$ cat src/rtl/tone_voice_mixer.sv
// Multi-voice square-wave synthesiser mixed into the codec sample stream.
// Define TONE_VOICE_MIXER_SAT_EN to clamp the mix instead of wrapping it.
module tone_voice_mixer #(
  parameter int NUM_VOICES = 4,
  parameter int PERIOD_W   = 19,
  parameter int AMP_W      = 24,
  parameter int SAMPLE_W   = 32
) (
  input  logic                           CLOCK_50,
  input  logic                           reset,
  input  logic [NUM_VOICES-1:0]          voice_en,
  input  logic [NUM_VOICES*PERIOD_W-1:0] voice_period,
  input  logic [NUM_VOICES*AMP_W-1:0]    voice_amp,
  input  logic                           pass_en,
  input  logic                           audio_in_available,
  input  logic                           audio_out_allowed,
  input  logic [SAMPLE_W-1:0]            left_channel_audio_in,
  input  logic [SAMPLE_W-1:0]            right_channel_audio_in,
  output logic                           read_audio_in,
  output logic                           write_audio_out,
  output logic [SAMPLE_W-1:0]            left_channel_audio_out,
  output logic [SAMPLE_W-1:0]            right_channel_audio_out,
  output logic [NUM_VOICES-1:0]          voice_active
);

  localparam int ACC_W = SAMPLE_W + $clog2(NUM_VOICES) + 1;
  localparam int IDX_W = (NUM_VOICES > 1) ? $clog2(NUM_VOICES) : 1;

  typedef enum logic [1:0] {IDLE, ACCUM, WRITE} state_t;

  state_t                  state_q, state_d;
  logic [IDX_W-1:0]        idx_q, idx_d;
  logic signed [ACC_W-1:0] tone_q, tone_d, tone_next;
  logic signed [ACC_W-1:0] snap_q [NUM_VOICES];
  logic signed [ACC_W-1:0] snap_d [NUM_VOICES];
  logic signed [ACC_W-1:0] contrib [NUM_VOICES];
  logic [SAMPLE_W-1:0]     in_l_q, in_l_d, in_r_q, in_r_d;
  logic [SAMPLE_W-1:0]     out_l_q, out_l_d, out_r_q, out_r_d;
  logic [SAMPLE_W-1:0]     mix_l, mix_r;

  for (genvar v = 0; v < NUM_VOICES; v++) begin : g_voice
    logic [PERIOD_W-1:0]     period;
    logic [AMP_W-1:0]        amp;
    logic signed [ACC_W-1:0] amp_ext;
    logic                    running;
    logic [PERIOD_W-1:0]     cnt_q, cnt_d;
    logic                    phase_q, phase_d;

    assign period          = voice_period[v*PERIOD_W +: PERIOD_W];
    assign amp             = voice_amp[v*AMP_W +: AMP_W];
    assign amp_ext         = {{(ACC_W-AMP_W){1'b0}}, amp};
    assign running         = voice_en[v] && (period != '0);
    assign voice_active[v] = running;

    // Using >= lets a period shortened below the current count wrap at once.
    always_comb begin
      cnt_d   = '0;
      phase_d = 1'b0;
      if (running) begin
        if (cnt_q >= period) begin
          cnt_d   = '0;
          phase_d = ~phase_q;
        end else begin
          cnt_d   = cnt_q + PERIOD_W'(1);
          phase_d = phase_q;
        end
      end
    end

    // NOTE: state registers take <= so every flop samples pre-edge values.
    always_ff @(posedge CLOCK_50 or posedge reset) begin
      if (reset) begin
        cnt_q   <= '0;
        phase_q <= 1'b0;
      end else begin
        cnt_q   <= cnt_d;
        phase_q <= phase_d;
      end
    end

    assign contrib[v] = !running ? '0 : (phase_q ? amp_ext : -amp_ext);
  end

  assign tone_next = tone_q + snap_q[idx_q];

`ifdef TONE_VOICE_MIXER_SAT_EN
  localparam logic signed [ACC_W-1:0] SAT_MAX =
    {{(ACC_W-SAMPLE_W+1){1'b0}}, {(SAMPLE_W-1){1'b1}}};
  localparam logic signed [ACC_W-1:0] SAT_MIN =
    {{(ACC_W-SAMPLE_W+1){1'b1}}, {(SAMPLE_W-1){1'b0}}};

  logic signed [ACC_W-1:0] wide_l, wide_r;

  function automatic logic [SAMPLE_W-1:0] clamp(input logic signed [ACC_W-1:0] x);
    if (x > SAT_MAX)      clamp = SAT_MAX[SAMPLE_W-1:0];
    else if (x < SAT_MIN) clamp = SAT_MIN[SAMPLE_W-1:0];
    else                  clamp = x[SAMPLE_W-1:0];
  endfunction

  assign wide_l = {{(ACC_W-SAMPLE_W){in_l_q[SAMPLE_W-1]}}, in_l_q} + tone_next;
  assign wide_r = {{(ACC_W-SAMPLE_W){in_r_q[SAMPLE_W-1]}}, in_r_q} + tone_next;
  assign mix_l  = clamp(wide_l);
  assign mix_r  = clamp(wide_r);
`else
  // Low bits of the wide sum equal the sum of the low bits.
  assign mix_l = in_l_q + tone_next[SAMPLE_W-1:0];
  assign mix_r = in_r_q + tone_next[SAMPLE_W-1:0];
`endif

  // NOTE: every output of this block gets a default first, so no latches form.
  always_comb begin
    state_d         = state_q;
    idx_d           = idx_q;
    tone_d          = tone_q;
    in_l_d          = in_l_q;
    in_r_d          = in_r_q;
    out_l_d         = out_l_q;
    out_r_d         = out_r_q;
    read_audio_in   = 1'b0;
    write_audio_out = 1'b0;
    for (int v = 0; v < NUM_VOICES; v++) snap_d[v] = snap_q[v];

    unique case (state_q)
      IDLE: begin
        if (audio_in_available && audio_out_allowed) begin
          in_l_d = pass_en ? left_channel_audio_in  : '0;
          in_r_d = pass_en ? right_channel_audio_in : '0;
          for (int v = 0; v < NUM_VOICES; v++) snap_d[v] = contrib[v];
          idx_d   = '0;
          tone_d  = '0;
          state_d = ACCUM;
        end
      end
      ACCUM: begin
        tone_d = tone_next;
        idx_d  = idx_q + IDX_W'(1);
        if (idx_q == IDX_W'(NUM_VOICES-1)) begin
          out_l_d = mix_l;
          out_r_d = mix_r;
          state_d = WRITE;
        end
      end
      WRITE: begin
        // Codec flags cannot drop without a pop/push, so strobe unconditionally.
        read_audio_in   = 1'b1;
        write_audio_out = 1'b1;
        state_d         = IDLE;
      end
      default: state_d = IDLE;
    endcase
  end

  always_ff @(posedge CLOCK_50 or posedge reset) begin
    if (reset) begin
      state_q <= IDLE;
      idx_q   <= '0;
      tone_q  <= '0;
      in_l_q  <= '0;
      in_r_q  <= '0;
      out_l_q <= '0;
      out_r_q <= '0;
      // NOTE: the snapshot array is reset too; it is register-based, not RAM.
      for (int v = 0; v < NUM_VOICES; v++) snap_q[v] <= '0;
    end else begin
      state_q <= state_d;
      idx_q   <= idx_d;
      tone_q  <= tone_d;
      in_l_q  <= in_l_d;
      in_r_q  <= in_r_d;
      out_l_q <= out_l_d;
      out_r_q <= out_r_d;
      for (int v = 0; v < NUM_VOICES; v++) snap_q[v] <= snap_d[v];
    end
  end

  assign left_channel_audio_out  = out_l_q;
  assign right_channel_audio_out = out_r_q;

endmodule

$ cat config.mk
export PLATFORM = sky130hd
export DESIGN_NAME = tone_voice_mixer
export DESIGN_NICKNAME = d
export VERILOG_FILES = /design/src/rtl/tone_voice_mixer.sv
export SDC_FILE = /design/constraint.sdc
export NUM_CORES = 1
export LEC_CHECK = 0
export BUFFER_PORTS_ARGS = -buffer_cell sky130_fd_sc_hd__buf_2
export CORE_UTILIZATION = 55
export DETAILED_ROUTE_END_ITERATION = 10
export HOLD_SLACK_MARGIN = 0.1
export PLACE_DENSITY = 0.75
export SETUP_SLACK_MARGIN = 0.4
export SLEW_MARGIN = 30
export SYNTH_ARGS = -nofsm -noshare
export SYNTH_HDL_FRONTEND = slang
export SYNTH_SLANG_ARGS = --single-unit
$ cat constraint.sdc
create_clock -name CLOCK_50 -period 15.7 [get_ports CLOCK_50]
set_clock_uncertainty 0.2 [all_clocks]
set_input_delay 0.785 -clock CLOCK_50 [delete_from_list [all_inputs] [get_ports CLOCK_50]]
set_output_delay 0.785 -clock CLOCK_50 [all_outputs]
set_load 0.02 [all_outputs]
==> flow_summary.ini, run 1 <==
[critical_path]
end_kind = register
cp-start-kind = register
worst_ep_arrival_time_ns = 6.49
crit_fanout = 35
cp.required_ns = 16.01
critPathKind = reg -> reg

[drt]
wl_per_cell_um = 17.9
drt_iter0_markers = 1935
vias_per_cell = 5.84
drtAntennaViolNets = 0
routed_wirelength_um = 63000
first_pass_iters = 5
vias = 20525
drc = 0

[layout]
layout-drive-gt1-share_pct = 15.5
layout.nets = 3378
areaGrowthSynthToFinish_pct = 14.7
fill_cells = 3465

[hold_path]
min_path_type = in -> async

[timing]
min_period_ns = 6.18
tightestPinTransition_ns = 0.959
drv_slew = 0
fmax_ghz = 0.162
finalHoldViolCount = 0
slew_headroom_pct = 36.0
rsz0062_at_grt = false
setup_viol = 0
tns_ns = 0
fin_crit_sh_pct = 39.4

[synthesis]
synth_seq_cells = 372
synth-simple-area-share_pct = 19.3
synth_top_area_share_pct = 39.4
ys.flop_type = dfrtp_1
synthAdderAreaFrac_pct = 10.2
synth_top_family_by_area = simple AND/OR/NAND/NOR gates
async_flop_share_pct = 100
synth_compound_area_share_pct = 15.1
muxShareOfSynthArea_pct = 3.26
synth_cells = 2675
ys_seq_area_share_pct = 39.4
netlist_area_um2 = 23600
synth_common_cells = 462 x nand2_1, 372 x dfrtp_1, 228 x nor2_1, 188 x ha_1, 184 x o21ai_0
synth_area_leaders = dfrtp_1 39%, ha_1 10%, nand2_1 7.3%
synth.avg_cell_area_um2 = 8.84
synth_top_area_cell = dfrtp_1
synth_xor_area_share_pct = 8.88
synth_warnings = 0
synth_nets = 3111
synth_most_common_cell = nand2_1
synth_cell_types = 72
synth-edff-count = 0

[place]
io_buffer_count = 314
place_hpwl_um = 47600
globalplace.congestion = 0.938

[clock_network]
clk_path_buf_depth = 3
cts_root_buffer = clkbuf_16
clk_latency_ns = 0.57
cts_resized = 0
cts_made_buffers = 42
ctsHoldBuffers = 0
clkTransAtPathRegs_ns = 0.06
tritoncts = built
postCtsSetupRepairBufs = 0
cts_sinks = 372
htreeDepth = 2

[pwr]
cellLeakagePower_nw = 13.8
power_density_nw_per_um2 = 239
fin_total_pwr_w = 0.00647
ir_worst_vdd_mv = 0.108

[die]
ioPinCount = 315
chipWidth_um = 209
die_h_um = 209
core_um2 = 42100
row_count = 75
die_area_um2 = 43800
initial_core_util_pct = 56.1

[run_status]
status = finished clean

[grt]
overflow = 0
grt_usage_pct = 29.0
grt_pass1_vias = 19912
grt_pass1_wl_um = 102000
antenna_found_initial = 6
grt_max_degree = 152

[flow_run]
maxCapViolations = 0
-- cell families after synthesis --
family	Yosys count
compound gates	568
xor+xnor	238
fa+ha+maj	191
buf+inv	236
flops	372
mux	37
simple gates	1033
-- layout by cell type, fill, tap and decap left out, types with 34 or more instances in the layout --
| cell type | Yosys | routed |
|---|---|---|
| ha_1 | 188 | 188 |
| xnor2_1 | 153 | 153 |
| xor2_1 | 84 | 84 |
| o21ai_0 | 184 | 184 |
| a21o_1 | 84 | 84 |
| nor3_1 | 39 | 39 |
| nor2_1 | 228 | 228 |
| and3_1 | 37 | 36 |
| buf_2 | 1 | 314 |
| clkbuf_16 | 0 | 42 |
| nand2_1 | 462 | 461 |
| nand3_1 | 143 | 142 |
| dfrtp_1 | 372 | 371 |
| o31ai_1 | 35 | 34 |
| a21oi_1 | 133 | 133 |
| inv_1 | 126 | 125 |
-- sequential cells by signal (all words and copies together), names as in the netlist --
register and cells:
snap_q 128, g_voice.cnt_q 76, in_l_q 32, in_r_q 32, left_channel_audio_out 32, right_channel_audio_out 32, tone_q 32, g_voice.phase_q 4
idx_q 2, state_q 2
-- path summary, 6_finish.rpt --
| kind | start | end | slack (ns) | cells after the start |
|---|---|---|---|---|
| min in group CLOCK_50 | right_channel_audio_in[26] | in_r_q[26]$_DFFE_PP0P_ | 0.24 | 3 |
| hold / removal | reset | snap_q[108]$_DFFE_PP0P_ | 0.05 | 2 |
| setup reg to reg | idx_q[0]$_DFFE_PP0P_ | left_channel_audio_out[28]$_DFFE_PP0P_ | 9.52 | 22 |
| max in group asynchronous | reset | idx_q[0]$_DFFE_PP0P_ | 13.81 | 3 |
| hold reg to reg | snap_q[63]$_DFFE_PP0P_ | snap_q[63]$_DFFE_PP0P_ | 0.27 | 2 |
| setup / recovery | idx_q[0]$_DFFE_PP0P_ | left_channel_audio_out[28]$_DFFE_PP0P_ | 9.52 | 22 |
-- metrics by stage --
stage	util [%]	hold WS, ns	std cells	setup slack (ns)	area, um2
finish	64.3	0.0523	3517	9.52	27100
global route	64.3	0.180	3515	9.06	27100
CTS	64.3	0.219	3514	9.57	27100
detailed placement	60.9	0.260	3437	9.59	25600
global placement	60.8	0.254	3437	9.78	25600
floorplan	-	0.242	2675	4.38	23600
-- per-layer routing --
metal  track usage (%)  vias up  share of wire (%)
met5                 0        -              0.097
met4              7.66       10                2.1
met3              4.28      100                7.6
met2              45.2      759                 44
met1              42.5     9839                 46
li1                  -     9817                  -
-- where the power goes --
part | leakage [nW] | switching (W) | internal [W]
Combinational | 8.25 | 0.00236 | 0.00151
Clock | 0.715 | 0.000413 | 0.000614
Sequential | 4.84 | 0.000250 | 0.00132
-- critical path, stage by stage (launching register included) --
cell and delay, ns:
dfrtp_2 0.34, buf_4 0.52, mux4_2 0.58, ha_1 0.24
inv_1 0.08, fa_1 0.21, nor2b_1 0.07, o31ai_1 0.41
a2bb2oi_2 0.19, a21o_1 0.21, a21oi_1 0.18, xnor2_1 0.16
ha_1 0.45, o21a_1 0.17, o211ai_1 0.11, a31oi_1 0.19
nor2_1 0.08, o31ai_1 0.40, nor3_1 0.12, o31ai_1 0.40
o41ai_2 0.19, or4_1 0.50, nand3_1 0.10
-- layout make-up --
| type | instances | area [um2] | area share, % |
|---|---|---|---|
| multi-input combinational | 2067 | 13500 | 49.6 |
| clock buffer | 61 | 1230 | 4.55 |
| tap | 539 | 674 | 2.49 |
| clock inverter | 16 | 206 | 0.762 |
| inverter | 127 | 489 | 1.81 |
| timing repair buffer | 332 | 1730 | 6.37 |
| antenna | 3 | 7.51 | 0.0277 |
| sequential | 372 | 9310 | 34.4 |
Power figures use the tool's default switching activity.
==> run 2: changes to the inputs <==
- ABC_AREA: not set -> 1
- PLACE_DENSITY: 0.75 -> 0.74
- clock period: 15.7 -> 5.75 ns (I/O delays scaled with it)
==> run 2 against run 1 <==
  * Clock-buffer cell count is 7 lower
  * Highest routed layer is now met4
  * Cell count increased by 32%
  * First-iteration DRC count up 4.8%
  * Power rose to 3.4 times the previous value
  * Critical path type unchanged
==> flow_summary.ini, run 2 <==
[die]
die_h_um = 218
core_um2 = 45700
chipWidth_um = 218
die_area_um2 = 47400
ioPinCount = 315
initial_core_util_pct = 56.1
row_count = 78

[clock_network]
clkTransAtPathRegs_ns = 0.06
tritoncts = built
cts_made_buffers = 41
clk_latency_ns = 0.58
cts_sinks = 372
clk_path_buf_depth = 3
postCtsSetupRepairBufs = 0
htreeDepth = 2
cts_root_buffer = clkbuf_16

[timing]
holdWs_ns = 0.139
tns_ns = 0
fin_ws_ns = 0.743
min_period_ns = 5.01
drv_slew = 0
fin_crit_sh_pct = 87.1
finalHoldViolCount = 0
slew_headroom_pct = 34.6
rsz0062_at_grt = true
setup_viol = 0
tightestPinTransition_ns = 0.978
fmax_ghz = 0.200

[critical_path]
crit_start = idx_q[0]$_DFFE_PP0P_
worstReg2RegEnd = left_channel_audio_out[24]$_DFFE_PP0P_
worst_ep_arrival_time_ns = 5.26
end_kind = register
crit_fanout = 54
critPathKind = reg -> reg
reg2regPathDepth = 20
r2r_start = idx_q[0]$_DFFE_PP0P_
endpoint = left_channel_audio_out[24]$_DFFE_PP0P_
cp.required_ns = 6.01
r2r_slack_ns = 0.74
cp-start-kind = register

[layout]
areaGrowthSynthToFinish_pct = 22.6
layoutNonFillerInstCount = 4638
mostFrequentLayoutCell = nand2_1
largest_register_ffs = 128
diodes = 0
layout_common_cells = 923 x nand2_1, 371 x dfrtp_1, 359 x nor2_1
layout.nets = 4443
max_flop_register = snap_q
reg.largest.list = snap_q: 128 flops, g_voice.cnt_q: 76 flops
layout-drive-gt1-share_pct = 11.6

[synthesis]
synth_compound_area_share_pct = 12.9
synth.avg_cell_area_um2 = 7.29
synth_top_area_cell = dfrtp_1
ys.flop_type = dfrtp_1
synthAdderAreaFrac_pct = 9.42
async_flop_share_pct = 100
synth_area_leaders = dfrtp_1 36%, nand2_1 14%, ha_1 9.2%
synth_seq_cells = 372
muxShareOfSynthArea_pct = 0
synth_xor_area_share_pct = 5.16
synth_common_cells = 924 x nand2_1, 372 x dfrtp_1, 360 x nor2_1, 334 x inv_1, 266 x o21ai_0
synth-simple-area-share_pct = 29.6
netlist_area_um2 = 25600
synth_cell_types = 60
synth_warnings = 0
ys_seq_area_share_pct = 36.3
synth_most_common_cell = nand2_1
synth_top_area_share_pct = 36.3
synth-edff-count = 0
synth_nets = 3951
synth_cells = 3515
synth_top_family_by_area = simple AND/OR/NAND/NOR gates

[flow_run]
maxCapViolations = 0

[place]
globalplace.congestion = 1.00
io_buffer_count = 314
place_hpwl_um = 58700
dpl.cell_count = 4344
dp_slack_ns = 0.515

[pwr]
fin_total_pwr_w = 0.0222
cellLeakagePower_nw = 16.2
ir_worst_vdd_mv = 0.465
power_density_nw_per_um2 = 706

[grt]
grt_pass1_wl_um = 129000
antenna_found_initial = 0
grt_max_degree = 176
grt_usage_pct = 34.4
grt_pass1_vias = 24817
overflow = 0

[drt]
vias = 25964
routed_wirelength_um = 81200
vias_per_cell = 5.60
first_pass_iters = 6
wl_per_cell_um = 17.5
drtAntennaViolNets = 0
drc = 0
drt_iter0_markers = 2028

[hold_path]
min_path_type = in -> reg

[run_status]
status = finished clean
[run 2: worst min-delay path by stage]
stage                             startpoint  cells after the start                                endpoint  slack, ns
finish                           voice_en[2]                      5                  snap_q[49]$_DFFE_PP0P_       0.14
global route                     voice_en[2]                      5                  snap_q[49]$_DFFE_PP0P_       0.17
CTS                              voice_en[2]                      5                  snap_q[49]$_DFFE_PP0P_       0.13
detailed placement                     reset                      2  right_channel_audio_out[2]$_DFFE_PP0P_       0.24
global placement                       reset                      2  right_channel_audio_out[0]$_DFFE_PP0P_       0.24
floorplan           left_channel_audio_in[0]                      2                   in_l_q[0]$_DFFE_PP0P_       0.23
[run 2: metrics by stage]
step | util [%] | instance area, um2
final | 68.7 | 31400
after detailed placement | 60.7 | 27700
after CTS | 68.6 | 31300
after global placement | 60.7 | 27700
after global routing | 68.7 | 31400
after floorplan | - | 25600
[run 2: timing repair]
action                                  in CTS  in global routing
endpoints found under the hold margin      228                  0
gates resized for setup                      0                 10
hold buffers                               219                  0
endpoints found under the setup margin       0                 32
[run 2: report_power, final]
part           internal (W)  total (W)  switching, W
clock               0.00165    0.00278       0.00112
sequential          0.00363    0.00441      0.000783
combinational       0.00512     0.0150       0.00985
total                0.0104     0.0222        0.0118
[run 2: metal layers]
metal	routed length (um)	share of wire (%)	GRT usage, %
met5	0	0	0
met3	5410	6.7	4.57
met1	35100	43	46.5
met2	37500	46	56.2
met4	3140	3.9	13.0
[run 2: final cells by class]
class	instances	area [um2]
fillers	3861	14300
inverters	342	1300
repair buffers	551	3970
well taps	600	751
flip-flops and latches	372	9310
clock buffers	54	1200
multi-input cells	2699	14700
clock inverters	20	220
[run 2: kinds of logic after synthesis]
kind of cell             after synthesis
AND/OR/NAND/NOR                     1763
AO/OA/AOI/OAI                        594
buffers and inverters                444
flip-flops                           372
adder cells (fa/ha/maj)              191
XOR/XNOR                             151
[run 2: critical path, stage by stage (launching register included)]
cell        delay (ns)
dfrtp_2           0.40
clkinvlp_4        0.23
buf_12            0.25
o21ai_0           0.18
o22ai_1           0.12
ha_1              0.42
nand2_1           0.17
nor2_1            0.19
nand3_1           0.09
o21ai_1           0.36
xor2_1            0.60
ha_1              0.41
a21oi_1           0.23
o21ai_0           0.13
a21oi_1           0.16
nand3_1           0.17
nand2_1           0.09
nand3_1           0.07
or2_2             0.28
nand3_1           0.07
nand2_1           0.06
